==> src/rtl/wallace_cpa_pipe.sv <==
// Two-stage carry-propagate adder that finishes the 8x8 Wallace product.
// Stage 1 adds the low six bits of the high part; stage 2 adds the top five plus the ripple carry.
module wallace_cpa_pipe #(
    parameter int CNT_W = 16
) (
    input  logic             clk,
    input  logic             rst,
    input  logic             in_valid,
    output logic             in_ready,
    input  logic [15:5]      x,
    input  logic [15:5]      y,
    input  logic [4:0]       z,
    output logic [15:0]      p,
    output logic             out_valid,
    input  logic             out_ready,
    output logic             err,
    output logic [CNT_W-1:0] done_cnt
);

    logic             r_v1;
    logic [6:0]       r_lo1;
    logic [4:0]       r_xh1;
    logic [4:0]       r_yh1;
    logic [4:0]       r_z1;

    logic             r_v2;
    logic [4:0]       r_hi2;
    logic [5:0]       r_lo2;
    logic [4:0]       r_z2;

    logic             r_err;
    logic [CNT_W-1:0] r_cnt;

    logic             w_ld1;
    logic             w_ld2;
    logic [6:0]       w_lo;
    logic [5:0]       w_hi;

    // Stage 2 frees up whenever it is empty or its product leaves this cycle;
    // stage 1 can then take new data as its content moves forward.
    assign w_ld2 = !r_v2 || out_ready;
    assign w_ld1 = !r_v1 || w_ld2;

    assign w_lo = {1'b0, x[10:5]} + {1'b0, y[10:5]};
    assign w_hi = {1'b0, r_xh1} + {1'b0, r_yh1} + {5'b0, r_lo1[6]};

    always_ff @(posedge clk) begin
        if (rst) begin
            r_v1  <= 1'b0;
            r_lo1 <= '0;
            r_xh1 <= '0;
            r_yh1 <= '0;
            r_z1  <= '0;
        end else if (w_ld1) begin
            r_v1  <= in_valid;
            r_lo1 <= w_lo;
            r_xh1 <= x[15:11];
            r_yh1 <= y[15:11];
            r_z1  <= z;
        end
    end

    // The carry out of bit 15 is only needed for the error flag, so stage 2
    // keeps the truncated five bits of the upper sum.
    always_ff @(posedge clk) begin
        if (rst) begin
            r_v2  <= 1'b0;
            r_hi2 <= '0;
            r_lo2 <= '0;
            r_z2  <= '0;
        end else if (w_ld2) begin
            r_v2  <= r_v1;
            r_hi2 <= w_hi[4:0];
            r_lo2 <= r_lo1[5:0];
            r_z2  <= r_z1;
        end
    end

    always_ff @(posedge clk) begin
        if (rst) begin
            r_err <= 1'b0;
        end else if (w_ld2 && r_v1 && w_hi[5]) begin
            r_err <= 1'b1;
        end
    end

    always_ff @(posedge clk) begin
        if (rst) begin
            r_cnt <= '0;
        end else if (r_v2 && out_ready) begin
            r_cnt <= r_cnt + CNT_W'(1);
        end
    end

    assign in_ready  = !rst && w_ld1;
    assign p         = {r_hi2, r_lo2, r_z2};
    assign out_valid = r_v2;
    assign err       = r_err;
    assign done_cnt  = r_cnt;

endmodule

==> config.mk <==
export PLATFORM = sky130hd
export DESIGN_NAME = wallace_cpa_pipe
export DESIGN_NICKNAME = d
export VERILOG_FILES = /design/src/rtl/wallace_cpa_pipe.sv
export SDC_FILE = /design/constraint.sdc
export NUM_CORES = 1
export LEC_CHECK = 0
export BUFFER_PORTS_ARGS = -buffer_cell sky130_fd_sc_hd__buf_4
export CAP_MARGIN = 25
export CORE_ASPECT_RATIO = 1.1
export CORE_MARGIN = 1.5
export CORE_UTILIZATION = 45
export CTS_BUF_LIST = sky130_fd_sc_hd__clkbuf_4
export CTS_CLUSTER_SIZE = 30
export DETAILED_ROUTE_END_ITERATION = 8
export PLACE_DENSITY = 0.68
export SYNTH_ARGS = -nofsm -noshare
export SYNTH_HDL_FRONTEND = slang
export SYNTH_SLANG_ARGS = --single-unit
export TNS_END_PERCENT = 50
==> constraint.sdc <==
create_clock -name clk -period 5.2 [get_ports clk]
set_input_delay 0.78 -clock clk [delete_from_list [all_inputs] [get_ports clk]]
set_output_delay 0.78 -clock clk [all_outputs]
set_load 0.03 [all_outputs]
# Word-level counts from Yosys, hierarchy flattened
# Cells that the tools add are included.
# word_totals
romBits,0
mem_count,0
wordCells,24
reg_bits,57
mem_bits_rw,0
latch_bits,0
out_inout_bits,35
# op_classes
shift,0
n_eq_ne,0
bitwise_logic,0
mul,0
n_addsub,4
mux,0
n_reduce_logical,9
n_div,0
magnitude_cmp,0
# op_table
cell,n
"16-bit by 1-bit adder with 16-bit output, second input constant",1
6-bit by 6-bit adder with 7-bit output,1
5-bit by 5-bit adder with 6-bit output,1
6-bit by 1-bit adder with 6-bit output,1
1-bit logical AND,4
1-bit logical NOT,3
1-bit logical OR,2

# Depth between registers and ports, before layout
# Gate-level depths: netlist of the first run.
# logic_depth
depth_word,4
ltp_mapped,7
mapped_depth_nobuf,7

# Worst setup path after synthesis of the first run
# Ideal clock, no wire load.
# synth_path
path_kind,input to output
from,in rst
to,out in_ready
arrival_ns,1.773
t_required_ns,4.420
cell_stages,4
path_buffers,3
slack_ns,2.647
cell_sequence,clkbuf_1 > clkbuf_1 > clkbuf_1 > nor2_1
# synth_between
elab_chain_cells,2
# synth_lines
element,line_no,source
"start, declared",7,"input logic rst,"
1-bit logical NOT,95,assign in_ready = !rst && w_ld1;
1-bit logical AND,95,
"end, declared",9,"output logic in_ready,"
# No other way between the ends.

# Worst setup path after layout of the first run
# layout_path
from,in out_ready
to,out in_ready
# layout_between
elab_chain_cells,3
# layout_lines
element,line_no,source
"start, declared",15,"input logic out_ready,"
1-bit logical OR,41,assign w_ld2 = !r_v2 || out_ready;
1-bit logical OR,42,assign w_ld1 = !r_v1 || w_ld2;
1-bit logical AND,95,
# No other way between the ends.

==> flow_summary.json, run 1 <==
{
  "power.total_w": 0.000868,
  "rsz0062_at_grt": "no",
  "ctsHoldBuffers": 0,
  "first_pass_iters": 4,
  "numCtsBuffers": 9,
  "clock_sinks": 57,
  "ys_seq_area_share_pct": 44.0,
  "setup_violations": 0,
  "cts_tree": "yes",
  "syn-num-nets": 355,
  "rrSetupSlack_ps": 3330,
  "finalCritPeriodShare_pct": 55.2,
  "critPathTopFamily": "simple AND/OR/NAND/NOR gates",
  "ys.flop_type": "dfxtp_1",
  "min_from": "r_lo1[0]",
  "syn_area_per_cell_sq_um": 8.36,
  "h-tree-depth": 3,
  "critPathMaxStageDelay_ps": 880,
  "met3_length_um": 213,
  "ioPinCount": 66,
  "drive_gt1_share_pct": 23.3,
  "core_sq_um": 5470,
  "grt_overflow": 0,
  "cp_data_arrival_time_ps": 2090,
  "max-cap-violations": 0,
  "via_per_inst": 5.04,
  "placementRows": 28,
  "grt_pass1_vias": 1961,
  "top_layer": "met4",
  "grt_util_all_layers_pct": 18.5,
  "slew_violations": 0,
  "port_buffers": 65,
  "synthToLayoutAreaGrowth_pct": 24.7,
  "leakage_nw": 1.40,
  "fin_crit_ps": 2870,
  "finalInstanceArea_sq_um": 3230,
  "powerDensity_nw_per_um2": 269,
  "ys_seq_elements": 57,
  "cts_resized": 0,
  "path_common_cell": "buf_4",
  "grt_max_degree": 69,
  "post_cts_buffers": 0,
  "mostFrequentLayoutCell": "buf_4",
  "min_path_type": "flop to flop",
  "path_buf_inv": 2,
  "cp.required_ps": 4420,
  "cts_root_buf": "clkbuf_4",
  "dp_hpwl_mm": 3.77,
  "num_vias": 2280,
  "fillCellCount": 542,
  "antenna_found_initial": 0,
  "clk_pin_slew_ps": 100,
  "dr_wl_met2_mm": 2.51,
  "whs_ps": 450,
  "wl_per_cell_um": 11.9,
  "wirelength_met1_mm": 2.53,
  "insertion_delay_ps": 390,
  "cpMaxStageDelayCell": "and3b_1",
  "layout_common_cells": "buf_4 (66), nand2_1 (61), dfxtp_1 (57)",
  "nNetsFinal": 417,
  "synth_edf_count": 0,
  "timing.critical_path.from": "out_ready",
  "fmax_mhz": 348,
  "skew_ps": 15.3,
  "drt_wl_total_mm": 5.39,
  "clockBufferDepth": 2,
  "grt_pass1_wl_mm": 8.68,
  "crit_type": "primary input to output pin",
  "finalSetupTns_ps": 0,
  "peakVddDrop_v": 0.000121,
  "ys_async_sr_fraction_pct": 0,
  "crit_chain": "buf_4 > and3b_1 > nor2_1 > buf_4",
  "drtAntennaViolNets": 0,
  "die_width_um": 75.4,
  "worstPathMaxFanout": 29,
  "die-area_sq_um": 6230,
  "floorplan.initialDensity_pct": 47.4,
  "slew_headroom_pct": 33.1,
  "worst_pin_slew_ps": 1000,
  "gp_congestion": 0.772,
  "fp.dieH_um": 82.6,
  "r2r_start": "out_valid",
  "synthCells": 310,
  "startpoint_type": "primary input",
  "outcome": "finished clean",
  "num_antenna_cells": 0,
  "drt-initial-drc-count": 86,
  "end_kind": "output pin",
  "synth_area_sq_um": 2590,
  "postPlaceCellArea_sq_um": 3120,
  "yosysUniqueCellTypes": 43,
  "drc_errors": 0,
  "yosys_warnings": 0,
  "hold_viol": 0
}
[metrics by stage]
step	instances	util, %	worst slack, ps
after global placement	436	57.1	2310
after CTS	452	59.1	2330
final	452	59.1	2330
after global routing	452	59.1	2210
after floorplan	310	-	2650
after detailed placement	436	57.1	2340
[path summary, 6_finish.rpt]
check	endpoint	cells after the start
worst max-delay path	in_ready	4
worst min-delay path	r_lo2[0]	2
worst max register to register	r_lo1[5]	3
worst min register to register	r_lo2[0]	2
[layer usage]
layer / GRT usage [%] / vias up
met4: 11.1 / 0
met3: 3.64 / 13
li1: - / 1181
met1: 23.6 / 1035
met5: 0 / -
met2: 28.9 / 51
[power breakdown]
| group | internal [W] | leakage [nW] | switching (W) |
|---|---|---|---|
| sequential | 0.000460 | 0.469 | 0.0000140 |
| clock | 0.000111 | 0.0624 | 0.000154 |
| combinational | 0.0000594 | 0.868 | 0.0000707 |
| total | 0.000630 | 1.40 | 0.000238 |
[sequential cells by signal, indices dropped and copies added, names as in the netlist]
name / flops
done_cnt: 16
err: 1
out_valid: 1
r_hi2: 5
r_lo1: 7
r_lo2: 6
r_v1: 1
r_xh1: 5
r_yh1: 5
r_z1: 5
r_z2: 5
[area by class of cell]
class / count / area, sq um / area share [%]
flip-flops and latches: 57 / 1140 / 35.3
clock buffers: 12 / 90.1 / 2.79
multi-input cells: 227 / 1350 / 41.8
inverters: 11 / 41.3 / 1.28
repair buffers: 66 / 495 / 15.3
well taps: 75 / 93.8 / 2.90
clock inverters: 4 / 20.0 / 0.619
[worst min-delay path: cells and delay by family (launching register included)]
kind            cells  cell delay, ps
compound gates      1              50
flops               1             320
simple gates        1              50
[cell usage after synthesis, types with 2 or more instances]
cell	instances	area (sq um)
a21o_1	2	15.0
or3_1	3	18.8
nand2b_1	2	12.5
o31ai_1	2	15.0
o21a_1	2	15.0
ha_1	11	138
buf_2	3	15.0
or4_1	2	15.0
nor4_1	2	12.5
dfxtp_1	57	1140
fa_1	3	60.1
nor2_1	29	109
clkbuf_1	11	41.3
o21ai_0	7	35.0
nand3b_1	5	37.5
xor2_1	2	17.5
nor3_1	7	35.0
a21oi_1	37	185
nand2_1	61	229
and3_1	2	12.5
xnor2_1	8	70.1
nand3_2	2	20.0
inv_1	11	41.3
nor2b_1	6	37.5
nand4_1	3	18.8
a211oi_1	6	45.0
nand3_1	8	40.0
[logic make-up (layout without fill, tap and decap cells)]
logic type,after synthesis,after routing,share of synthesized area [%]
flip-flops,57,57,44.0
adder cells (fa/ha/maj),14,14,7.63
AND/OR/NAND/NOR,140,140,26.4
AO/OA/AOI/OAI,61,61,13.8
XOR/XNOR,10,10,3.38
multiplexers,2,2,0.965
buffers and inverters,26,93,3.91
Note: power is estimated with default switching activity, not from simulation.
==> run 2, diff against run 1 <==
Settings changed: ABC_AREA set to 1, PLACE_DENSITY 0.68 to 0.71.
Clock period 5.2 ns to 2.5 ns, I/O delays scaled along.
==> run 2 against run 1 <==
Net effect: critical path type is now flop to output pin; sequential power grew 110%; core utilization shrank 0.99 points; combinational power grew 140%; first-iteration DRC count shrank 23%; critical path depth grew 2; clock power grew 140%; flip-flop and latch count is the same; critical endpoint unchanged; total power grew 120%; cell area grew 3.8%; non-clock buffer count is the same; clock-buffer cell count shrank 3.
==> flow_summary.json, run 2 <==
{
  "nNetsFinal": 474,
  "hold_viol": 0,
  "port_buffers": 65,
  "antenna_found_initial": 0,
  "grt_overflow": 0,
  "drt_wl_total_mm": 5.79,
  "peakVddDrop_v": 0.000365,
  "yosysUniqueCellTypes": 33,
  "floorplan.initialDensity_pct": 46.6,
  "fp.dieH_um": 84.1,
  "syn_area_per_cell_sq_um": 7.41,
  "outcome": "finished clean",
  "synth_area_sq_um": 2690,
  "first_pass_iters": 4,
  "gp_congestion": 0.815,
  "drive_gt1_share_pct": 21.7,
  "powerDensity_nw_per_um2": 579,
  "p_comb_share_pct": 16.0,
  "h-tree-depth": 3,
  "skew_ps": 5.87,
  "insertion_delay_ps": 400,
  "synth_commonest_cells": "nand2_1 (74), dfxtp_1 (57), nor2_1 (48)",
  "post_cts_buffers": 0,
  "drc_errors": 0,
  "layout_common_cells": "nand2_1 (74), buf_4 (66), dfxtp_1 (57)",
  "cts_tree": "yes",
  "min_path_type": "primary input to flop",
  "num_antenna_cells": 0,
  "slew_violations": 0,
  "dp_hpwl_mm": 4.21,
  "drt-initial-drc-count": 66,
  "yosys_warnings": 0,
  "min_from": "in_valid",
  "grt_util_all_layers_pct": 19.2,
  "finalCritPeriodShare_pct": 88.2,
  "fin_crit_ps": 2210,
  "grt_max_degree": 36,
  "ys.flop_type": "dfxtp_1",
  "core_sq_um": 5770,
  "leakage_nw": 1.63,
  "num_vias": 2468,
  "cp_data_arrival_time_ps": 1830,
  "pwr-share-seq_pct": 51.1,
  "crit_type": "flop to output pin",
  "worstPathMaxFanout": 26,
  "via_per_inst": 4.83,
  "synth.most_common_cell": "nand2_1",
  "clockBufferDepth": 2,
  "worst_pin_slew_ps": 642,
  "slew_headroom_pct": 57.2,
  "mostFrequentLayoutCell": "nand2_1",
  "placementRows": 29,
  "finalSetupTns_ps": 0,
  "wl_per_cell_um": 11.3,
  "max-cap-violations": 0,
  "ys_seq_area_share_pct": 42.4,
  "syn-num-nets": 408,
  "setup_violations": 0,
  "ioPinCount": 66,
  "numCtsBuffers": 9,
  "fillCellCount": 562,
  "die_width_um": 76.7,
  "synth.area.top_cells": "dfxtp_1 (42%), nand2_1 (10%), a21oi_1 (6.9%)",
  "synth_top_area_cell": "dfxtp_1",
  "startpoint_type": "flop",
  "clock_sinks": 57,
  "fmax_mhz": 453,
  "rsz0062_at_grt": "no",
  "r2r_start": "out_valid",
  "whs_ps": 198,
  "ctsHoldBuffers": 0,
  "die-area_sq_um": 6450,
  "largest_reg_flops": 16,
  "internal-power_w": 0.00139,
  "clock_power_share_pct": 32.9,
  "cts_resized": 0,
  "synthCells": 363,
  "synthToLayoutAreaGrowth_pct": 24.6,
  "clk_pin_slew_ps": 90,
  "cp.required_ps": 2120,
  "drtAntennaViolNets": 0,
  "grt_pass1_vias": 2276,
  "end_kind": "output pin",
  "switching_share_pct": 28.7,
  "ys_seq_elements": 57,
  "cts_root_buf": "clkbuf_4",
  "ys_async_sr_fraction_pct": 0,
  "p_switching_w": 0.000557,
  "timing.critical_path.from": "out_valid",
  "yosysTopAreaCellShare_pct": 42.4,
  "grt_pass1_wl_mm": 9.85,
  "synth_edf_count": 0
}
run 2: cell type report:
cell class                      count  area (sq um)  share of cell area, %
Inverter                           44           170                   5.07
Timing Repair Buffer               66           495                   14.8
Multi-Input combinational cell    251          1320                   39.4
Clock inverter                      7          61.3                   1.83
Clock buffer                        9          67.6                   2.01
Sequential cell                    57          1140                   34.0
Tap cell                           77          96.3                   2.87
run 2: critical path, stage by stage, from the launching register on:
cell and delay [ps]:
dfxtp_1 410, inv_1 90, nor2_4 280, nand2_4 250, nand2_1 180, inv_1 60, buf_4 160
run 2: stage by stage:
| stage | instance area, sq um | setup WS (ps) | cells | util, % | total power [W] |
|---|---|---|---|---|---|
| 2_1_floorplan | 2690 | 966 | 363 | - | 0.00121 |
| 3_3_place_gp | 3230 | 699 | 495 | 55.9 | 0.00132 |
| 3_5_place_dp | 3230 | 669 | 495 | 55.9 | 0.00133 |
| 4_1_cts | 3350 | 268 | 511 | 58.1 | 0.00197 |
| 5_1_grt | 3350 | 133 | 511 | 58.1 | 0.00205 |
| 6_report | 3350 | 294 | 511 | 58.1 | 0.00194 |
run 2: metal layers:
| metal | up-vias | wire (um) | GRT usage [%] |
|---|---|---|---|
| met5 | - | 0 | 0 |
| met4 | 0 | 98 | 11.4 |
| met3 | 9 | 317 | 4.04 |
| met2 | 60 | 2650 | 30.1 |
| met1 | 1100 | 2720 | 24.4 |
| li1 | 1299 | - | - |
run 2: power by group through the flow:
stage,Sequential [W],Clock (W),Combinational (W)
3_3_place_gp,0.00101,0,0.000308
2_1_floorplan,0.00106,0,0.000150
5_1_grt,0.00100,0.000701,0.000345
3_5_place_dp,0.00101,0,0.000311
6_report,0.000994,0.000640,0.000310
4_1_cts,0.000995,0.000659,0.000312
run 2: worst paths after layout:
kind	depth (start not counted)	slack, ps	endpoint
worst min-delay path	2	200	r_v1
worst max-delay path	6	290	in_ready
worst max register to register	7	830	r_hi2[4]
worst min register to register	2	470	r_z1[2]
run 2: kinds of logic after synthesis:
family | synth area share (%)
simple gates | 27.3
xor+xnor | 0.976
buf+inv | 8.46
flops | 42.4
compound gates | 13.5
fa+ha+maj | 7.35
==> run 3, diff against run 2 <==
Settings changed: ABC_CLOCK_PERIOD_IN_PS set to 2500, CORE_MARGIN 1.5 to 2, SKIP_LAST_GASP set to 1.
==> run 3 against run 2 <==
Net effect: largest cell class unchanged; clock skew up 13 ps; cell area up 0.86%; worst setup slack better by 12 ps; highest routed layer unchanged; register-to-register slack about the same; sequential power about the same.
==> flow_summary.json, run 3 (synthesis results as in run 2) <==
{
  "outcome": "finished clean",
  "hold_viol": 0,
  "cts_tree": "yes",
  "internal-power_w": 0.00150,
  "fp.dieH_um": 85.1,
  "h-tree-depth": 3,
  "worstPathMaxFanout": 26,
  "num_vias": 2502,
  "clk_pin_slew_ps": 100,
  "post_cts_buffers": 0,
  "setup_violations": 0,
  "slew_headroom_pct": 60.0,
  "drtAntennaViolNets": 0,
  "crit_chain": "inv_1 > nor2_4 > nand2_4 > nand2_1 > inv_1 > buf_4",
  "clock_sinks": 57,
  "dp_slack_ps": 666,
  "ioPinCount": 66,
  "port_buffers": 65,
  "cpMaxStageDelayCell": "dfxtp_1",
  "insertion_delay_ps": 400,
  "die-area_sq_um": 6620,
  "leakage_nw": 1.65,
  "fin_crit_ps": 2190,
  "cp.required_ps": 2120,
  "startpoint_type": "flop",
  "critPathMaxStageDelay_ps": 400,
  "synthToLayoutAreaGrowth_pct": 25.7,
  "gp_congestion": 0.821,
  "cts_root_buf": "clkbuf_4",
  "drt_wl_total_mm": 5.86,
  "first_pass_iters": 4,
  "clock_power_share_pct": 36.5,
  "layout_common_cells": "nand2_1 (74), buf_4 (66), dfxtp_1 (57)",
  "placementRows": 29,
  "finalCritPeriodShare_pct": 87.8,
  "p_switching_w": 0.000550,
  "grt_max_degree": 36,
  "cp_data_arrival_time_ps": 1820,
  "largest_reg_flops": 16,
  "slew_violations": 0,
  "path_common_cell": "inv_1",
  "fillCellCount": 551,
  "fmax_mhz": 456,
  "finalInstanceArea_sq_um": 3380,
  "max-cap-violations": 0,
  "cts_resized": 0,
  "drive_gt1_share_pct": 21.9,
  "antenna_found_initial": 0,
  "numCtsBuffers": 9,
  "drt-initial-drc-count": 119,
  "rsz0062_at_grt": "no",
  "end_kind": "output pin",
  "skew_ps": 18.8,
  "worst_pin_slew_ps": 599,
  "peakVddDrop_v": 0.000455,
  "pwr-share-seq_pct": 48.4,
  "wl_per_cell_um": 11.5,
  "powerDensity_nw_per_um2": 607,
  "whs_ps": 203,
  "finalSetupTns_ps": 0,
  "p_comb_share_pct": 15.0,
  "switching_share_pct": 26.8,
  "grt_pass1_vias": 2395,
  "grt_pass1_wl_mm": 10.3,
  "clockBufferDepth": 2,
  "via_per_inst": 4.90,
  "mostFrequentLayoutCell": "nand2_1",
  "floorplan.initialDensity_pct": 46.6,
  "grt_util_all_layers_pct": 19.6,
  "drc_errors": 0,
  "ctsHoldBuffers": 0,
  "core_sq_um": 5770,
  "postPlaceCellArea_sq_um": 3230,
  "crit_type": "flop to output pin",
  "grt_overflow": 0,
  "die_width_um": 77.7,
  "dp_hpwl_mm": 4.32,
  "fin_ws_ps": 306,
  "min_path_type": "primary input to flop",
  "nNetsFinal": 474,
  "num_antenna_cells": 0
}
[run 3: cell count changes in the layout (fill, tap and decap cells not counted), sizes merged]
cell    before  now
clkbuf       9   10
clkinv       6    4
bufinv       1    2
[run 3: layout make-up]
| class | count | area (sq um) | area share, % |
|---|---|---|---|
| multi-input combinational | 251 | 1320 | 39.1 |
| sequential | 57 | 1140 | 33.7 |
| timing repair buffer | 66 | 495 | 14.6 |
| inverter | 44 | 170 | 5.03 |
| tap | 77 | 96.3 | 2.85 |
| clock inverter | 6 | 82.6 | 2.44 |
| clock buffer | 10 | 75.1 | 2.22 |
[run 3: metal layers]
layer  wire, um  share of wire [%]  vias up  track usage (%)
met5          0                  0        -                0
met4        115                2.0        0             9.25
met3        345                5.9       13             5.00
met2       2670                 46       68             32.1
met1       2730                 47     1122             24.1
li1           -                  -     1299                -
[run 3: worst max-delay path, delay by kind of cell, from the launching register on]
kind,cells,cell delay (ps)
simple gates,3,720
flops,1,400
buf+inv,3,300
[run 3: worst paths after layout]
kind              cells past startpoint  slack [ps]      start        to
hold / removal                        2         200   in_valid      r_v1
setup reg to reg                      7         840  out_valid  r_hi2[4]
hold reg to reg                       2         460    r_z1[1]   r_z1[1]
setup / recovery                      6         310  out_valid  in_ready
[run 3: power by group through the flow]
| stage | Clock [W] | Sequential [W] | Combinational [W] |
|---|---|---|---|
| after CTS | 0.000766 | 0.000994 | 0.000312 |
| after detailed placement | 0 | 0.00101 | 0.000311 |
| after floorplan | 0 | 0.00106 | 0.000150 |
| after global routing | 0.000813 | 0.00100 | 0.000347 |
| final | 0.000750 | 0.000995 | 0.000309 |
| after global placement | 0 | 0.00101 | 0.000306 |
[run 3: metrics by stage]
| stage | util [%] | power [W] | std cells |
|---|---|---|---|
| 6_report | 58.6 | 0.00205 | 511 |
| 3_3_place_gp | 55.9 | 0.00132 | 495 |
| 3_5_place_dp | 55.9 | 0.00133 | 495 |
| 5_1_grt | 58.6 | 0.00216 | 511 |
| 4_1_cts | 58.6 | 0.00207 | 511 |
| 2_1_floorplan | - | 0.00121 | 363 |
